### src/rtl/multiword_add_sched_pkg.sv
// rtl/multiword_add_sched_pkg.sv - FSM state encoding and width helper for the shared wide adder
package multiword_add_sched_pkg;

    typedef enum logic [1:0] {
        ST_IDLE = 2'd0,
        ST_RUN  = 2'd1,
        ST_DONE = 2'd2
    } state_t;

    // Index width for a count of n items; a single item still needs one bit.
    function automatic int min_w(input int n);
        return (n > 1) ? $clog2(n) : 1;
    endfunction

endpackage

### src/rtl/multiword_add_sched_if.sv
// rtl/multiword_add_sched_if.sv - request/response bundle between requesters and the adder scheduler
interface multiword_add_sched_if
    import multiword_add_sched_pkg::*;
#(
    parameter int CHUNK_W    = 32,
    parameter int NUM_CHUNKS = 2,
    parameter int NUM_REQ    = 2
);
    localparam int ID_W = min_w(NUM_REQ);
    localparam int OP_W = NUM_CHUNKS * CHUNK_W;

    logic [NUM_REQ-1:0]      req_valid;
    logic [NUM_REQ-1:0]      req_ready;
    logic [NUM_REQ*OP_W-1:0] req_in1;
    logic [NUM_REQ*OP_W-1:0] req_in2;
    logic [NUM_REQ-1:0]      req_cin;
    logic                    resp_valid;
    logic                    resp_ready;
    logic [ID_W-1:0]         resp_id;
    logic [OP_W-1:0]         resp_sum;
    logic                    resp_cout;

    modport master (
        output req_valid, req_in1, req_in2, req_cin, resp_ready,
        input  req_ready, resp_valid, resp_id, resp_sum, resp_cout
    );

    modport slave (
        input  req_valid, req_in1, req_in2, req_cin, resp_ready,
        output req_ready, resp_valid, resp_id, resp_sum, resp_cout
    );

endinterface

### src/rtl/multiword_add_sched_adder.sv
// rtl/multiword_add_sched_adder.sv - the single shared chunk-wide adder
module adder_param #(
    parameter int WIDTH = 32
) (
    input  logic [WIDTH-1:0] a,
    input  logic [WIDTH-1:0] b,
    input  logic             cin,
    output logic [WIDTH-1:0] sum,
    output logic             cout
);

    assign {cout, sum} = {1'b0, a} + {1'b0, b} + {{WIDTH{1'b0}}, cin};

endmodule

### src/rtl/multiword_add_sched.sv
// rtl/multiword_add_sched.sv - round-robin scheduler running wide adds chunk by chunk on one adder
module multiword_add_sched
    import multiword_add_sched_pkg::*;
#(
    parameter int CHUNK_W    = 32,
    parameter int NUM_CHUNKS = 2,
    parameter int NUM_REQ    = 2
) (
    input  logic                 clk,
    input  logic                 rst,
    multiword_add_sched_if.slave bus
);

    localparam int ID_W  = min_w(NUM_REQ);
    localparam int CNT_W = min_w(NUM_CHUNKS);
    localparam int OP_W  = NUM_CHUNKS * CHUNK_W;

    state_t state_q, state_d;

    logic [ID_W-1:0]                      rr_q;
    logic [ID_W-1:0]                      id_q;
    logic [ID_W-1:0]                      grant;
    logic [ID_W-1:0]                      off;
    logic [ID_W:0]                        gsum;
    logic [NUM_REQ-1:0]                   rot;
    logic                                 any_valid;
    logic [NUM_CHUNKS-1:0][CHUNK_W-1:0]   a_q, b_q, sum_q;
    logic                                 cin_q, carry_q, cout_q;
    logic [CNT_W-1:0]                     cnt_q;
    logic                                 last_chunk;
    logic [CHUNK_W-1:0]                   add_sum;
    logic                                 add_cout;
    logic                                 add_cin;

    // Rotate so the slot after the last grant sits at bit 0, pick the lowest, rotate back.
    always_comb begin
        rot       = NUM_REQ'({bus.req_valid, bus.req_valid} >> ({1'b0, rr_q} + 1'b1));
        off       = '0;
        any_valid = 1'b0;
        for (int k = NUM_REQ - 1; k >= 0; k--) begin
            if (rot[k]) begin
                off       = ID_W'(k);
                any_valid = 1'b1;
            end
        end
        gsum  = {1'b0, rr_q} + {1'b0, off} + 1'b1;
        grant = ID_W'((gsum >= (ID_W+1)'(NUM_REQ)) ? gsum - (ID_W+1)'(NUM_REQ) : gsum);
    end

    assign last_chunk = (cnt_q == CNT_W'(NUM_CHUNKS - 1));
    assign add_cin    = (cnt_q == '0) ? cin_q : carry_q;

    adder_param #(.WIDTH(CHUNK_W)) u_adder (
        .a    (a_q[cnt_q]),
        .b    (b_q[cnt_q]),
        .cin  (add_cin),
        .sum  (add_sum),
        .cout (add_cout)
    );

    always_ff @(posedge clk) begin
        if (rst) begin
            state_q <= ST_IDLE;
        end else begin
            state_q <= state_d;
        end
    end

    always_comb begin
        state_d       = state_q;
        bus.req_ready = '0;
        case (state_q)
            ST_IDLE: begin
                if (any_valid && !rst) begin
                    bus.req_ready = NUM_REQ'(1) << grant;
                    state_d       = ST_RUN;
                end
            end
            ST_RUN:  if (last_chunk) state_d = ST_DONE;
            ST_DONE: if (bus.resp_ready) state_d = ST_IDLE;
            default: state_d = ST_IDLE;
        endcase
    end

    always_ff @(posedge clk) begin
        if (rst) begin
            rr_q    <= ID_W'(NUM_REQ - 1);
            id_q    <= '0;
            a_q     <= '0;
            b_q     <= '0;
            sum_q   <= '0;
            cin_q   <= 1'b0;
            carry_q <= 1'b0;
            cout_q  <= 1'b0;
            cnt_q   <= '0;
        end else begin
            case (state_q)
                ST_IDLE: begin
                    if (any_valid) begin
                        a_q   <= bus.req_in1[int'(grant)*OP_W +: OP_W];
                        b_q   <= bus.req_in2[int'(grant)*OP_W +: OP_W];
                        cin_q <= bus.req_cin[grant];
                        rr_q  <= grant;
                        id_q  <= grant;
                        cnt_q <= '0;
                    end
                end
                ST_RUN: begin
                    sum_q[cnt_q] <= add_sum;
                    carry_q      <= add_cout;
                    if (last_chunk) begin
                        cout_q <= add_cout;
                    end else begin
                        cnt_q <= cnt_q + 1'b1;
                    end
                end
                default: ;
            endcase
        end
    end

    assign bus.resp_valid = (state_q == ST_DONE);
    assign bus.resp_id    = id_q;
    assign bus.resp_sum   = sum_q;
    assign bus.resp_cout  = cout_q;

endmodule

### src/flat_wrapper.sv
// flat-port wrapper written by rule: the top's interface ports become plain ports
module multiword_add_sched_flat import multiword_add_sched_pkg::*;
#(
    parameter int CHUNK_W    = 32,
    parameter int NUM_CHUNKS = 2,
    parameter int NUM_REQ    = 2
)
  (clk, rst, bus_req_valid, bus_req_in1, bus_req_in2, bus_req_cin, bus_resp_ready, bus_req_ready, bus_resp_valid, bus_resp_id, bus_resp_sum, bus_resp_cout);
  multiword_add_sched_if #(.CHUNK_W(CHUNK_W), .NUM_CHUNKS(NUM_CHUNKS), .NUM_REQ(NUM_REQ)) bus_i ();
  input  logic clk;
  input  logic rst;
  input wire logic [$bits(bus_i.req_valid)-1:0] bus_req_valid;
  input wire logic [$bits(bus_i.req_in1)-1:0] bus_req_in1;
  input wire logic [$bits(bus_i.req_in2)-1:0] bus_req_in2;
  input wire logic [$bits(bus_i.req_cin)-1:0] bus_req_cin;
  input wire logic [$bits(bus_i.resp_ready)-1:0] bus_resp_ready;
  output wire logic [$bits(bus_i.req_ready)-1:0] bus_req_ready;
  output wire logic [$bits(bus_i.resp_valid)-1:0] bus_resp_valid;
  output wire logic [$bits(bus_i.resp_id)-1:0] bus_resp_id;
  output wire logic [$bits(bus_i.resp_sum)-1:0] bus_resp_sum;
  output wire logic [$bits(bus_i.resp_cout)-1:0] bus_resp_cout;
  assign bus_i.req_valid = bus_req_valid;
  assign bus_i.req_in1 = bus_req_in1;
  assign bus_i.req_in2 = bus_req_in2;
  assign bus_i.req_cin = bus_req_cin;
  assign bus_i.resp_ready = bus_resp_ready;
  assign bus_req_ready = bus_i.req_ready;
  assign bus_resp_valid = bus_i.resp_valid;
  assign bus_resp_id = bus_i.resp_id;
  assign bus_resp_sum = bus_i.resp_sum;
  assign bus_resp_cout = bus_i.resp_cout;
  multiword_add_sched #(.CHUNK_W(CHUNK_W), .NUM_CHUNKS(NUM_CHUNKS), .NUM_REQ(NUM_REQ)) u_core (.clk(clk), .rst(rst), .bus(bus_i));
endmodule
### config.mk
export PLATFORM = sky130hd
export DESIGN_NAME = multiword_add_sched_flat
export DESIGN_NICKNAME = d
export VERILOG_FILES = /design/src/rtl/multiword_add_sched_pkg.sv /design/src/rtl/multiword_add_sched_if.sv /design/src/rtl/multiword_add_sched_adder.sv /design/src/rtl/multiword_add_sched.sv /design/src/flat_wrapper.sv
export SDC_FILE = /design/constraint.sdc
export NUM_CORES = 1
export LEC_CHECK = 0
export BUFFER_PORTS_ARGS = -buffer_cell sky130_fd_sc_hd__buf_2
export CORE_AREA = 2 2 150 152
export DETAILED_ROUTE_END_ITERATION = 10
export DIE_AREA = 0 0 152 154
export PLACE_DENSITY_LB_ADDON = 0.08
export SYNTH_ARGS = -nofsm -noshare
export SYNTH_HDL_FRONTEND = slang
export SYNTH_HIERARCHICAL = 1
export SYNTH_SLANG_ARGS = --single-unit
### constraint.sdc
create_clock -name clk -period 11.26 [get_ports clk]
set_input_delay 2.252 -clock clk [delete_from_list [all_inputs] [get_ports clk]]
set_output_delay 2.252 -clock clk [all_outputs]
set_load 0.1 [all_outputs]
# Word level (Yosys, flattened, before mapping)
# Index checks and enable logic that the tools add are counted.
[word_totals]
mem_bits_ro = 0
mem_count = 0
latchBits = 0
reg_bits = 200
mem_bits_rw = 0
word_cells = 66
out_inout_bits = 69
input_bits = 263
[op_classes]
n_reduce_logical = 9
n_bitwise = 0
magnitude_cmp = 4
eq_ne = 6
muxes = 23
addsub = 7
div_mod_pow = 0
mul = 0
shift = 4
[ops]
columns = ["operator", "count"]
rows = [
  ["variable part select 128 x 8 -> 64 bit", 2],
  ["two-way mux 32 bit", 5],
  ["bitwise mux 64 bit", 1],
  ["adder 32 x 32 -> 33 bit", 1],
  ["adder 33 x 1 -> 33 bit", 1],
  ["demux 32 bit (select 1 bit)", 1],
  ["two-way mux 2 bit", 5],
  ["two-way mux 1 bit", 9],
  ["!= test 2 x 1 -> 1 bit (second input constant)", 3],
  ["case mux 2 bit (3 select lines)", 1],
  ["AND reduction 2 bit", 3],
  ["less-than comparator 1 x 2 -> 1 bit (second input constant)", 2],
  ["right shift 4 x 2 -> 2 bit", 1],
  ["AND reduction 3 bit", 1],
  ["adder 1 x 1 -> 2 bit", 1],
  ["adder 1 x 1 -> 2 bit (second input constant)", 1],
  ["adder 2 x 1 -> 2 bit (second input constant)", 1],
  ["equality test 2 x 1 -> 1 bit (second input constant)", 1],
  ["equality test 2 bit (second input constant)", 1],
  [">= comparator 2 bit (second input constant)", 1],
  ["logical AND 1 bit", 2],
  ["logical NOT 2 bit", 1],
  ["!= test 2 bit (second input constant)", 1],
  ["case mux 1 bit (2 select lines)", 1],
  ["other kinds (6)", 6],
]

# Longest topological paths before layout
# Gate-level depths: netlist (run 1).
[depth]
depth_word = 11
ltp_mapped = 15
depth_no_buf = 12

# By module
# The synthesis (run 1) kept the hierarchy.
[by_module_without_submodules]
columns = ["module", "seq_area_each_um2", "area_each_um2", "n_inst", "cells_each"]
rows = [
  ["multiword_add_sched", 4003.8, 10786.6, 1, 1156],
  ["adder_param", 0.0, 1739.2, 1, 245],
]

# Worst setup path before layout (run 1)
# No wires, ideal clock.
[synth_timing]
path_type = "input to output"
start = "in bus_req_valid[1]"
end = "out bus_req_ready[1]"
path_stages = 5
path_slack_ns = 3.892
required_time_ns = 9.008
t_arrival_ns = 5.116
path_buffers = 2
path_cell_list = "inv_2 -> buf_2 -> clkbuf_1 -> maj3_1 -> nor3_1"
[synth_between]
elab_chain_len = 10
word_cells_on_any_way = 13
cone_classes = "add/sub: 3; order compare: 1; shift: 2; mux: 6; reduce/logical: 1"
[synth_lines]
columns = ["element", "line", "source"]
rows = [
  ["start: declaration", "flat_wrapper.sv:12", "input wire logic [$bits(bus_i.req_valid)-1:0] bus_req_valid;"],
  ["right shift 4 x 2 -> 2 bit *", "multiword_add_sched.sv:37", "rot = NUM_REQ'({bus.req_valid, bus.req_valid} >> ({1'b0, rr_q} + 1'b1));"],
  ["two-way mux 1 bit (2 in series)", "multiword_add_sched.sv:41", "if (rot[k]) begin"],
  ["adder 1 x 1 -> 2 bit", "multiword_add_sched.sv:46", "gsum = {1'b0, rr_q} + {1'b0, off} + 1'b1;"],
  ["adder 2 x 1 -> 2 bit", "multiword_add_sched.sv:46", ""],
  [">= comparator 2 bit / subtractor 1 bit (equally long branches)", "multiword_add_sched.sv:47", "grant = ID_W'((gsum >= (ID_W+1)'(NUM_REQ)) ? gsum - (ID_W+1)'(NUM_REQ) : gsum);"],
  ["two-way mux 1 bit", "multiword_add_sched.sv:47", ""],
  ["left shift 1 x 1 -> 2 bit", "multiword_add_sched.sv:75", "bus.req_ready = NUM_REQ'(1) << grant;"],
  ["two-way mux 2 bit *", "multiword_add_sched.sv:74", "if (any_valid && !rst) begin"],
  ["two-way mux 2 bit *", "multiword_add_sched.sv:72", "case (state_q)"],
  ["end: declaration", "flat_wrapper.sv:17", "output wire logic [$bits(bus_i.req_ready)-1:0] bus_req_ready;"],
]
# Every way passes the cells marked *; elsewhere a longest branch is shown, timed or not.

# Worst setup path in the final report (run 1)
# Same ends and word-level chain as after synthesis.

==> flow_summary.json, run 1 <==
{
  "tns_ns": 0,
  "power-per-cell-area_mw_per_mm2": 165,
  "use_met2_pct": 54.6,
  "maxSlewHeadroom_pct": 22.1,
  "worstReg2RegEnd": "u_core/carry_q",
  "final_cell_mix": "328 x buf_2, 198 x dfxtp_1, 194 x a21oi_1",
  "final_common_cell": "buf_2",
  "place_congestion": 0.980,
  "cts_max_level": 4,
  "tightestPinTransition_ns": 1.17,
  "worstSetupEndpoint": "bus_req_ready[1]",
  "syn_inst": 1401,
  "std_cell_rows": 54,
  "cellInternalPower_w": 0.00137,
  "pwr-share-clk_pct": 25.3,
  "critPathMaxStageDelay_ns": 0.51,
  "path_max_fanout": 56,
  "synthArstFlopShare_pct": 0,
  "hp-class": "flip-flop to flip-flop",
  "grt_usage_pct": 35.0,
  "die_h_um": 154,
  "fillCellCount": 1843,
  "seq_area_frac_synth_pct": 32.0,
  "overflow": 0,
  "start_kind": "input port",
  "worst_path_max_delay_cell": "maj3_1",
  "syn-mean-instance-area_um2": 8.94,
  "use_met3_pct": 6.31,
  "cts_tree": "done",
  "reg2reg_depth": 12,
  "viasPerCell": 6.92,
  "clkSinkCount": 200,
  "min_period_ns": 6.57,
  "hpwl_um": 28700,
  "final_net_count": 1868,
  "swShare_pct": 42.4,
  "cts_made_buffers": 17,
  "grt_use_met1_pct": 47.8,
  "design_area_mm2": 0.0144,
  "drt-initial-drc-count": 1519,
  "routed_wl_um": 43700,
  "cts-root-buf": "clkbuf_16",
  "fin_crit_sh_pct": 58.3,
  "clk_latency_ns": 0.44,
  "cts_resized": 0,
  "clk_path_buf_depth": 2,
  "synth_cell_types": 55,
  "grt_max_degree": 118,
  "path_delay_family": "buffers and inverters",
  "io_buffer_count": 331,
  "busiest_layer": "met2",
  "firstDrtPassIters": 5,
  "io-pin-count": 332,
  "wire_per_inst_um": 23.4,
  "syn_area_mm2": 0.0125,
  "clock.fmax_ghz": 0.152,
  "drc": 0,
  "core_area_mm2": 0.0217,
  "critPathRequiredTime_ns": 9.01,
  "grt_pass1_wl_um": 66600,
  "drive_gt1_share_pct": 33.9,
  "cts_setup_buffers": 0,
  "syn_to_final_growth_pct": 15.1,
  "end_kind": "primary output",
  "critical_path_class": "input port to primary output",
  "leakagePower_nw": 5.54,
  "yosysWarnings": 6,
  "cts_hold_buf": 0,
  "rsz0062_at_grt": "no",
  "grt_antenna_before_repair": 3,
  "dieArea_mm2": 0.0234,
  "max_cap_violations": 0,
  "path_clk_slew_ns": 0.08,
  "initial_core_util_pct": 57.8,
  "grt_pass1_vias": 11900,
  "num_vias": 12900,
  "slew_violations": 0,
  "fin_skew_ns": 0.0137,
  "p_seq_share_pct": 36.0,
  "final_hold_viol_count": 0,
  "outcome": "complete, no violations",
  "synth-main-ff-cell": "dfxtp_1",
  "ir_drop_mv": 0.131,
  "path_depth": 5,
  "die_w_um": 152,
  "path_buf_inv": 3,
  "cp_data_arrival_time_ns": 4.32,
  "cp-startpoint": "bus_req_valid[1]",
  "antenna_left": 0,
  "net-switching-power_w": 0.00101,
  "setup_viol_count_final": 0,
  "r2r-start": "u_core/cnt_q",
  "yosys_register_bits": 200,
  "r2r_slack_ns": 6.58,
  "power_frac_comb_pct": 38.7,
  "synth_enable_flop_cells": 0,
  "syn_nets": 1697,
  "postPlaceCellArea_mm2": 0.0138,
  "path_cells": "buf_4 -> inv_4 -> maj3_1 -> nor3_1 -> buf_2"
}
metal layers:
metal  vias to the layer above  share of wire, %
met4                         0               3.5
met5                         -                 0
met3                        96               8.9
li1                       5958                 -
met2                       759                46
met1                      6116                41
kinds of logic after synthesis:
family	after synthesis	synth area share (%)
compound gates	533	34.5
mux	99	8.56
flops	200	32.0
buf+inv	204	7.16
xor+xnor	27	1.89
simple gates	304	12.4
fa+ha+maj	34	3.50
through the flow:
step	instances	power [W]	worst slack, ns	hold slack, ns	util (%)
floorplan	1401	0.00154	3.89	0.458	-
global placement	1833	0.00176	4.71	0.442	63.8
detailed placement	1833	0.00177	4.75	0.445	63.8
CTS	1865	0.00237	4.74	0.459	66.4
global route	1868	0.00248	4.61	0.476	66.5
finish	1868	0.00238	4.69	0.460	66.5
worst reg2reg max path, stage by stage, from the launching register on:
cell and delay (ns):
dfxtp_4 0.99, mux2_2 0.52, fa_1 0.49, fa_1 0.43, a21o_1 0.22, a221oi_2 0.35, o31ai_2 0.14, a21o_1 0.24
a21oi_2 0.27, a21oi_1 0.16, a221o_1 0.48, mux2i_1 0.20, nor2_1 0.05
cells in the mapped netlist (2+ instances only):
library cell | count | share of area (%)
a31oi_1 | 7 | 0.35
nor2b_1 | 2 | 0.10
a211oi_1 | 4 | 0.24
a2111oi_2 | 80 | 9.6
nor2_1 | 49 | 1.5
or3_1 | 3 | 0.15
a21oi_2 | 2 | 0.14
nor3_1 | 2 | 0.080
buf_1 | 3 | 0.090
a2111oi_0 | 179 | 13
o21ai_0 | 19 | 0.76
a21o_1 | 23 | 1.4
buf_2 | 35 | 1.4
mux2_2 | 65 | 5.8
o311a_1 | 2 | 0.16
nand2b_1 | 5 | 0.25
clkbuf_1 | 144 | 4.3
nand3_1 | 7 | 0.28
and3_1 | 4 | 0.20
dfxtp_1 | 200 | 32
nand4_1 | 4 | 0.20
mux2i_1 | 34 | 2.7
inv_1 | 7 | 0.21
a221o_1 | 2 | 0.16
xor2_1 | 13 | 0.91
o21bai_1 | 4 | 0.24
or2_2 | 2 | 0.10
ha_1 | 31 | 3.1
fa_1 | 2 | 0.32
a21oi_1 | 194 | 7.8
nor4_1 | 131 | 6.5
o211ai_1 | 2 | 0.12
and4_1 | 2 | 0.14
nor3b_1 | 2 | 0.12
nand2_1 | 88 | 2.6
xnor2_1 | 14 | 0.98
inv_2 | 2 | 0.060
o31ai_1 | 3 | 0.18
buf_6 | 11 | 0.99
o21a_1 | 3 | 0.18
final cells by class:
type,count,area [um^2],share of cell area (%)
Antenna cell,3,7.51,0.0521
Clock buffer,19,433,3.00
Clock inverter,13,143,0.989
Inverter,9,41.3,0.286
Multi-Input combinational cell,997,7640,53.0
Sequential cell,200,4010,27.8
Tap cell,280,350,2.43
Timing Repair Buffer,347,1790,12.4
power groups by stage:
stage                     sequential (W)  combinational [W]  clock (W)
after global routing            0.000866           0.000978   0.000635
after floorplan                  0.00100           0.000541          0
after global placement          0.000869           0.000893          0
after CTS                       0.000855           0.000905   0.000608
final                           0.000859           0.000921   0.000603
after detailed placement        0.000871           0.000899          0
registers in the layout, indices dropped and copies added, names as in the netlist:
| name | flops |
|---|---|
| u_core/a_q | 64 |
| u_core/b_q | 64 |
| u_core/bus.resp_sum | 64 |
| u_core/state_q | 2 |
| u_core/bus.resp_cout | 1 |
| u_core/bus.resp_id | 1 |
| u_core/carry_q | 1 |
| u_core/cin_q | 1 |
| u_core/cnt_q | 1 |
| u_core/rr_q | 1 |
worst min path at each step:
stage,from,endpoint,depth (start not counted)
after floorplan,u_core/carry_q,u_core/carry_q,2
after global placement,u_core/bus.resp_sum[56],u_core/bus.resp_sum[56],2
after detailed placement,u_core/bus.resp_sum[54],u_core/bus.resp_sum[54],2
after CTS,u_core/bus.resp_sum[35],u_core/bus.resp_sum[35],2
after global routing,u_core/bus.resp_sum[40],u_core/bus.resp_sum[40],2
final,u_core/bus.resp_sum[35],u_core/bus.resp_sum[35],2
Note: power is estimated with default switching activity, not from simulation.
==> run 2, diff against run 1 <==
--- a/config.mk
+++ b/config.mk
@@ -6,9 +6,9 @@
 export NUM_CORES = 1
 export LEC_CHECK = 0
 export BUFFER_PORTS_ARGS = -buffer_cell sky130_fd_sc_hd__buf_2
-export CORE_AREA = 2 2 150 152
+export CORE_AREA = 2 2 163 165
 export DETAILED_ROUTE_END_ITERATION = 10
-export DIE_AREA = 0 0 152 154
+export DIE_AREA = 0 0 165 167
 export PLACE_DENSITY_LB_ADDON = 0.08
 export SYNTH_ARGS = -nofsm -noshare
 export SYNTH_HDL_FRONTEND = slang
==> constraint.sdc (replaced) <==
create_clock -name clk -period 5.78 [get_ports clk]
set_input_delay 1.156 -clock clk [delete_from_list [all_inputs] [get_ports clk]]
set_output_delay 1.156 -clock clk [all_outputs]
set_load 0.1 [all_outputs]
==> run 2 against run 1 <==
Against the previous run: final area rose by 0.66%; clock power rose by 97%; power rose by 97%.
==> flow_summary.json, run 2 (synthesized netlist as in run 1, its figures left out) <==
{
  "worstReg2RegEnd": "u_core/carry_q",
  "cts-root-buf": "clkbuf_16",
  "io-pin-count": 332,
  "hp-class": "flip-flop to flip-flop",
  "holdCritStartpoint": "u_core/bus.resp_sum[45]",
  "ir_drop_mv": 0.224,
  "net-switching-power_w": 0.00200,
  "clock.fmax_ghz": 0.230,
  "swShare_pct": 42.7,
  "max_cap_violations": 0,
  "tightestPinTransition_ns": 1.22,
  "cts_hold_buf": 0,
  "grt_usage_pct": 32.3,
  "place_congestion": 0.961,
  "leakagePower_nw": 5.55,
  "fin_crit_sh_pct": 75.3,
  "outcome": "complete, no violations",
  "cts_max_level": 4,
  "hold_end": "u_core/bus.resp_sum[45]",
  "path_depth": 12,
  "drt-initial-drc-count": 1516,
  "whs_path_depth": 2,
  "antenna_left": 0,
  "core_area_mm2": 0.0258,
  "path_delay_family": "compound AO/OA/AOI/OAI gates",
  "viasPerCell": 6.69,
  "grt_antenna_before_repair": 7,
  "power-per-cell-area_mw_per_mm2": 323,
  "wire_per_inst_um": 24.1,
  "clk_path_buf_depth": 2,
  "cts_made_buffers": 17,
  "std_cell_rows": 59,
  "fin_skew_ns": 0.0204,
  "reg2reg_depth": 12,
  "cp_data_arrival_time_ns": 4.66,
  "cellInternalPower_w": 0.00269,
  "final_common_cell": "buf_2",
  "critPathRequiredTime_ns": 6.08,
  "start_kind": "flip-flop",
  "path_cells": "mux2_2 -> fa_1 -> fa_1 -> a21o_1 -> a221oi_2 -> o31ai_2 -> a21o_1 -> a21oi_2 -> a21oi_1 -> a221o_1 -> mux2i_1 -> nor2_1",
  "rsz0062_at_grt": "no",
  "worst_path_max_delay_cell": "dfxtp_4",
  "final_cell_mix": "328 x buf_2, 198 x dfxtp_1, 194 x a21oi_1",
  "cts_setup_buffers": 0,
  "grt_pass1_vias": 11800,
  "critPathMaxStageDelay_ns": 1.00,
  "clk_latency_ns": 0.44,
  "power_frac_comb_pct": 38.6,
  "syn_to_final_growth_pct": 15.9,
  "path_clk_slew_ns": 0.08,
  "firstDrtPassIters": 5,
  "overflow": 0,
  "r2r_slack_ns": 1.43,
  "hpwl_um": 31000,
  "tns_ns": 0,
  "path_max_fanout": 69,
  "drc": 0,
  "grt_max_degree": 193,
  "maxSlewHeadroom_pct": 18.7,
  "slew_violations": 0,
  "cts_tree": "done",
  "path_buf_inv": 0,
  "p_total_w": 0.00469,
  "die_w_um": 165,
  "grt_pass1_wl_um": 69300,
  "min_period_ns": 4.35,
  "routed_wl_um": 46400,
  "p_seq_share_pct": 35.9,
  "r2r-start": "u_core/cnt_q",
  "pwr-share-clk_pct": 25.5,
  "end_kind": "flip-flop",
  "cts_resized": 0,
  "setup_viol_count_final": 0,
  "clkSinkCount": 200,
  "final_net_count": 1868,
  "final_hold_viol_count": 0,
  "num_vias": 12900,
  "die_h_um": 167,
  "dieArea_mm2": 0.0276,
  "io_buffer_count": 331,
  "initial_core_util_pct": 48.6,
  "critical_path_class": "flip-flop to flip-flop",
  "drive_gt1_share_pct": 33.9
}
## run 2: per-layer routing
layer,wire (um),up-vias,GRT usage (%)
met5,0,-,0
met4,1380,0,12.1
met3,3760,84,6.92
met2,20700,648,46.7
met1,20600,6181,46.8
li1,-,5981,-
## run 2: worst max path at each step
stage / from / end
global placement: u_core/cnt_q / u_core/carry_q
global route: u_core/cnt_q / u_core/carry_q
floorplan: bus_req_valid[1] / bus_req_ready[1]
detailed placement: u_core/cnt_q / u_core/carry_q
finish: u_core/cnt_q / u_core/carry_q
CTS: u_core/cnt_q / u_core/carry_q
## run 2: layout make-up
type                       instances  area, um^2
fill                            2457       11300
multi-input combinational        997        7640
sequential                       200        4010
timing repair buffer             347        1800
clock buffer                      20         447
tap                              335         419
clock inverter                    12         130
inverter                           9        41.3
antenna                            8        20.0
## run 2: metrics by stage
step | util, % | worst slack (ns) | instance area [um^2] | hold slack, ns | std cells
detailed placement | 54.0 | 1.41 | 13900 | 0.444 | 1888
global placement | 54.0 | 1.52 | 13900 | 0.442 | 1888
floorplan | - | 0.604 | 12500 | 0.458 | 1401
global route | 56.3 | 1.21 | 14500 | 0.480 | 1925
CTS | 56.2 | 1.42 | 14500 | 0.455 | 1920
finish | 56.3 | 1.43 | 14500 | 0.456 | 1928
## run 2: tightest hold or removal path: cells and delay by family (launching register included)
family / cells / cell delay (ns)
and+or+nand+nor: 1 / 0.05
AOI/OAI and AO/OA: 1 / 0.05
DFF: 1 / 0.31
## run 2: power groups by stage
stage / registers (W) / logic, W / clock network (W)
floorplan: 0.00195 / 0.00105 / 0
global placement: 0.00171 / 0.00177 / 0
detailed placement: 0.00171 / 0.00178 / 0
CTS: 0.00168 / 0.00178 / 0.00121
global route: 0.00170 / 0.00193 / 0.00127
finish: 0.00168 / 0.00181 / 0.00119
==> run 3, diff against run 2 <==
--- a/config.mk
+++ b/config.mk
@@ -5,10 +5,11 @@
 export SDC_FILE = /design/constraint.sdc
 export NUM_CORES = 1
 export LEC_CHECK = 0
+export ABC_AREA = 1
 export BUFFER_PORTS_ARGS = -buffer_cell sky130_fd_sc_hd__buf_2
-export CORE_AREA = 2 2 163 165
+export CORE_AREA = 2 2 167 169
 export DETAILED_ROUTE_END_ITERATION = 10
-export DIE_AREA = 0 0 165 167
+export DIE_AREA = 0 0 169 171
 export PLACE_DENSITY_LB_ADDON = 0.08
 export SYNTH_ARGS = -nofsm -noshare
 export SYNTH_HDL_FRONTEND = slang
==> constraint.sdc (replaced) <==
create_clock -name clk -period 4 [get_ports clk]
set_input_delay 0.8 -clock clk [delete_from_list [all_inputs] [get_ports clk]]
set_output_delay 0.8 -clock clk [all_outputs]
set_load 0.1 [all_outputs]
==> run 3 against run 2 <==
Against the previous run: clock-buffer cell count decreased by 2; hold slack got worse by 0.014 ns; critical path depth increased by 3; register-to-register slack got worse by 0.60 ns; clock power increased by 45%; setup slack got worse by 0.60 ns; sequential power increased by 58%; via count increased by 7.6%; flip-flop and latch count unchanged.
==> flow_summary.json, run 3 <==
{
  "antenna_left": 0,
  "viasPerCell": 4.71,
  "p_total_w": 0.00887,
  "yosys_register_bits": 200,
  "io_buffer_count": 331,
  "r2r-start": "u_core/cnt_q",
  "synthTopCellsByArea": "dfxtp_1 30%, nand2_1 20%, inv_1 13%",
  "cts_setup_buffers": 0,
  "start_kind": "flip-flop",
  "worst_path_max_delay_cell": "dfxtp_4",
  "cts_made_buffers": 17,
  "yosysMostFrequentCell": "nand2_1",
  "final_hold_viol_count": 0,
  "firstDrtPassIters": 6,
  "cp_common_cell": "nand2_1",
  "synth_top_area_share_pct": 30.5,
  "post-place-ws_ns": 0.842,
  "core_area_mm2": 0.0273,
  "final_cell_mix": "697 x nand2_1, 444 x inv_1, 427 x nor2_1",
  "setup_viol_count_final": 0,
  "grt_max_degree": 194,
  "clkSinkCount": 200,
  "cts_max_level": 4,
  "clock.fmax_ghz": 0.315,
  "yosys-top-cells-count": "698 x nand2_1, 445 x inv_1, 427 x nor2_1",
  "n_antenna_cell": 0,
  "drive_gt1_share_pct": 15.1,
  "path_max_fanout": 68,
  "end_kind": "flip-flop",
  "critical_path_class": "flip-flop to flip-flop",
  "grt_pass1_vias": 11800,
  "leakagePower_nw": 8.88,
  "grt_pass1_wl_um": 60800,
  "cts_resized": 0,
  "ir_drop_mv": 0.338,
  "hpwl_um": 30300,
  "max_cap_violations": 0,
  "cp-startpoint": "u_core/cnt_q",
  "holdCritStartpoint": "u_core/bus.resp_sum[35]",
  "min_period_ns": 3.17,
  "cts_hold_buf": 0,
  "clk_latency_ns": 0.45,
  "slew_violations": 0,
  "cp_data_arrival_time_ns": 3.48,
  "wire_per_inst_um": 13.4,
  "syn_nets": 2644,
  "reg2reg_depth": 15,
  "tightestPinTransition_ns": 0.972,
  "grt_usage_pct": 26.7,
  "hp-class": "flip-flop to flip-flop",
  "die_h_um": 171,
  "cts-root-buf": "clkbuf_16",
  "final_common_cell": "nand2_1",
  "worstSetupEndpoint": "u_core/bus.resp_sum[28]",
  "worstReg2RegEnd": "u_core/bus.resp_sum[28]",
  "critPathRequiredTime_ns": 4.31,
  "dieArea_mm2": 0.0289,
  "path_clk_slew_ns": 0.08,
  "outcome": "complete, no violations",
  "tns_ns": 0,
  "path_cells": "o21ai_0 -> fa_1 -> fa_1 -> nand3_1 -> nand3_1 -> nand2_1 -> nand2_2 -> nand2_1 -> nand2_2 -> nand2_1 -> nand2_1 -> nand2_1 -> nand2_1 -> o21ai_0 -> a21oi_1",
  "fin_skew_ns": 0.0160,
  "syn_to_final_growth_pct": 17.3,
  "place_congestion": 0.980,
  "maxSlewHeadroom_pct": 35.2,
  "synthArstFlopShare_pct": 0,
  "die_w_um": 169,
  "r2r_slack_ns": 0.83,
  "fin_hold_ws_ns": 0.442,
  "yosysWarnings": 6,
  "final_net_count": 2886,
  "std_cell_rows": 61,
  "syn_area_mm2": 0.0131,
  "final_util_pct": 56.4,
  "fillCellCount": 2907,
  "rsz0062_at_grt": "no",
  "fin_crit_sh_pct": 79.4,
  "synth_cell_types": 27,
  "finalWorstSetupSlack_ns": 0.826,
  "overflow": 0,
  "cts_tree": "done",
  "power-per-cell-area_mw_per_mm2": 575,
  "syn_inst": 2348,
  "initial_core_util_pct": 48.1,
  "routed_wl_um": 39400,
  "critPathMaxStageDelay_ns": 0.76,
  "grt_antenna_before_repair": 0,
  "io-pin-count": 332,
  "num_vias": 13900,
  "syn-mean-instance-area_um2": 5.60,
  "synth-main-ff-cell": "dfxtp_1",
  "drt-initial-drc-count": 1340,
  "clk_path_buf_depth": 2,
  "synth_enable_flop_cells": 0,
  "drc": 0,
  "synth_top_area_cell": "dfxtp_1",
  "seq_area_frac_synth_pct": 30.5
}
[run 3: critical path, delay by kind of cell (launching register included)]
| family | cells | cell delay (ns) |
|---|---|---|
| AND/OR/NAND/NOR | 10 | 0.80 |
| AO/OA/AOI/OAI | 3 | 0.50 |
| flip-flops | 1 | 0.76 |
| adder cells (fa/ha/maj) | 2 | 0.97 |
[run 3: cells by family (layout without fill, tap and decap cells)]
logic type	after synthesis	in the layout	synth area share [%]
AOI/OAI and AO/OA	224	224	8.57
DFF	200	200	30.5
xor gates and xnor gates	15	15	0.999
and+or+nand+nor	1310	1310	39.4
buffers and inverters	566	821	17.3
adders and majority gates	33	33	3.26
[run 3: routing by layer]
| metal | vias to the layer above | share of wire, % | GRT usage [%] |
|---|---|---|---|
| met4 | 0 | 1.6 | 6.32 |
| met1 | 5973 | 48 | 38.0 |
| met5 | - | 0 | 0 |
| met3 | 33 | 5.3 | 3.01 |
| met2 | 433 | 45 | 43.2 |
| li1 | 7439 | - | - |
[run 3: layout make-up]
cell class | instances | area, um^2 | share of cell area (%)
Multi-Input combinational cell | 1582 | 6900 | 44.7
Clock buffer | 18 | 429 | 2.78
Clock inverter | 14 | 156 | 1.01
Inverter | 446 | 1680 | 10.9
Timing Repair Buffer | 343 | 1820 | 11.8
Tap cell | 346 | 433 | 2.81
Sequential cell | 200 | 4010 | 26.0
[run 3: worst min path at each step]
| stage | to | slack [ns] | cells after the start |
|---|---|---|---|
| floorplan | u_core/carry_q | 0.44 | 2 |
| global placement | u_core/bus.resp_sum[46] | 0.43 | 2 |
| detailed placement | u_core/bus.resp_sum[35] | 0.43 | 2 |
| CTS | u_core/bus.resp_sum[35] | 0.44 | 2 |
| global route | u_core/bus.resp_sum[46] | 0.46 | 2 |
| finish | u_core/bus.resp_sum[35] | 0.44 | 2 |
[run 3: metrics by stage]
stage / std cells / instance area [um^2]
final: 2949 / 15400
after global placement: 2917 / 14800
after floorplan: 2348 / 13200
after global routing: 2949 / 15400
after detailed placement: 2917 / 14800
after CTS: 2949 / 15400
[run 3: power breakdown]
| group | internal [W] | switching [W] |
|---|---|---|
| Combinational | 0.00123 | 0.00325 |
| Sequential | 0.00242 | 0.000242 |
| Clock | 0.000841 | 0.000884 |
| Total | 0.00450 | 0.00437 |
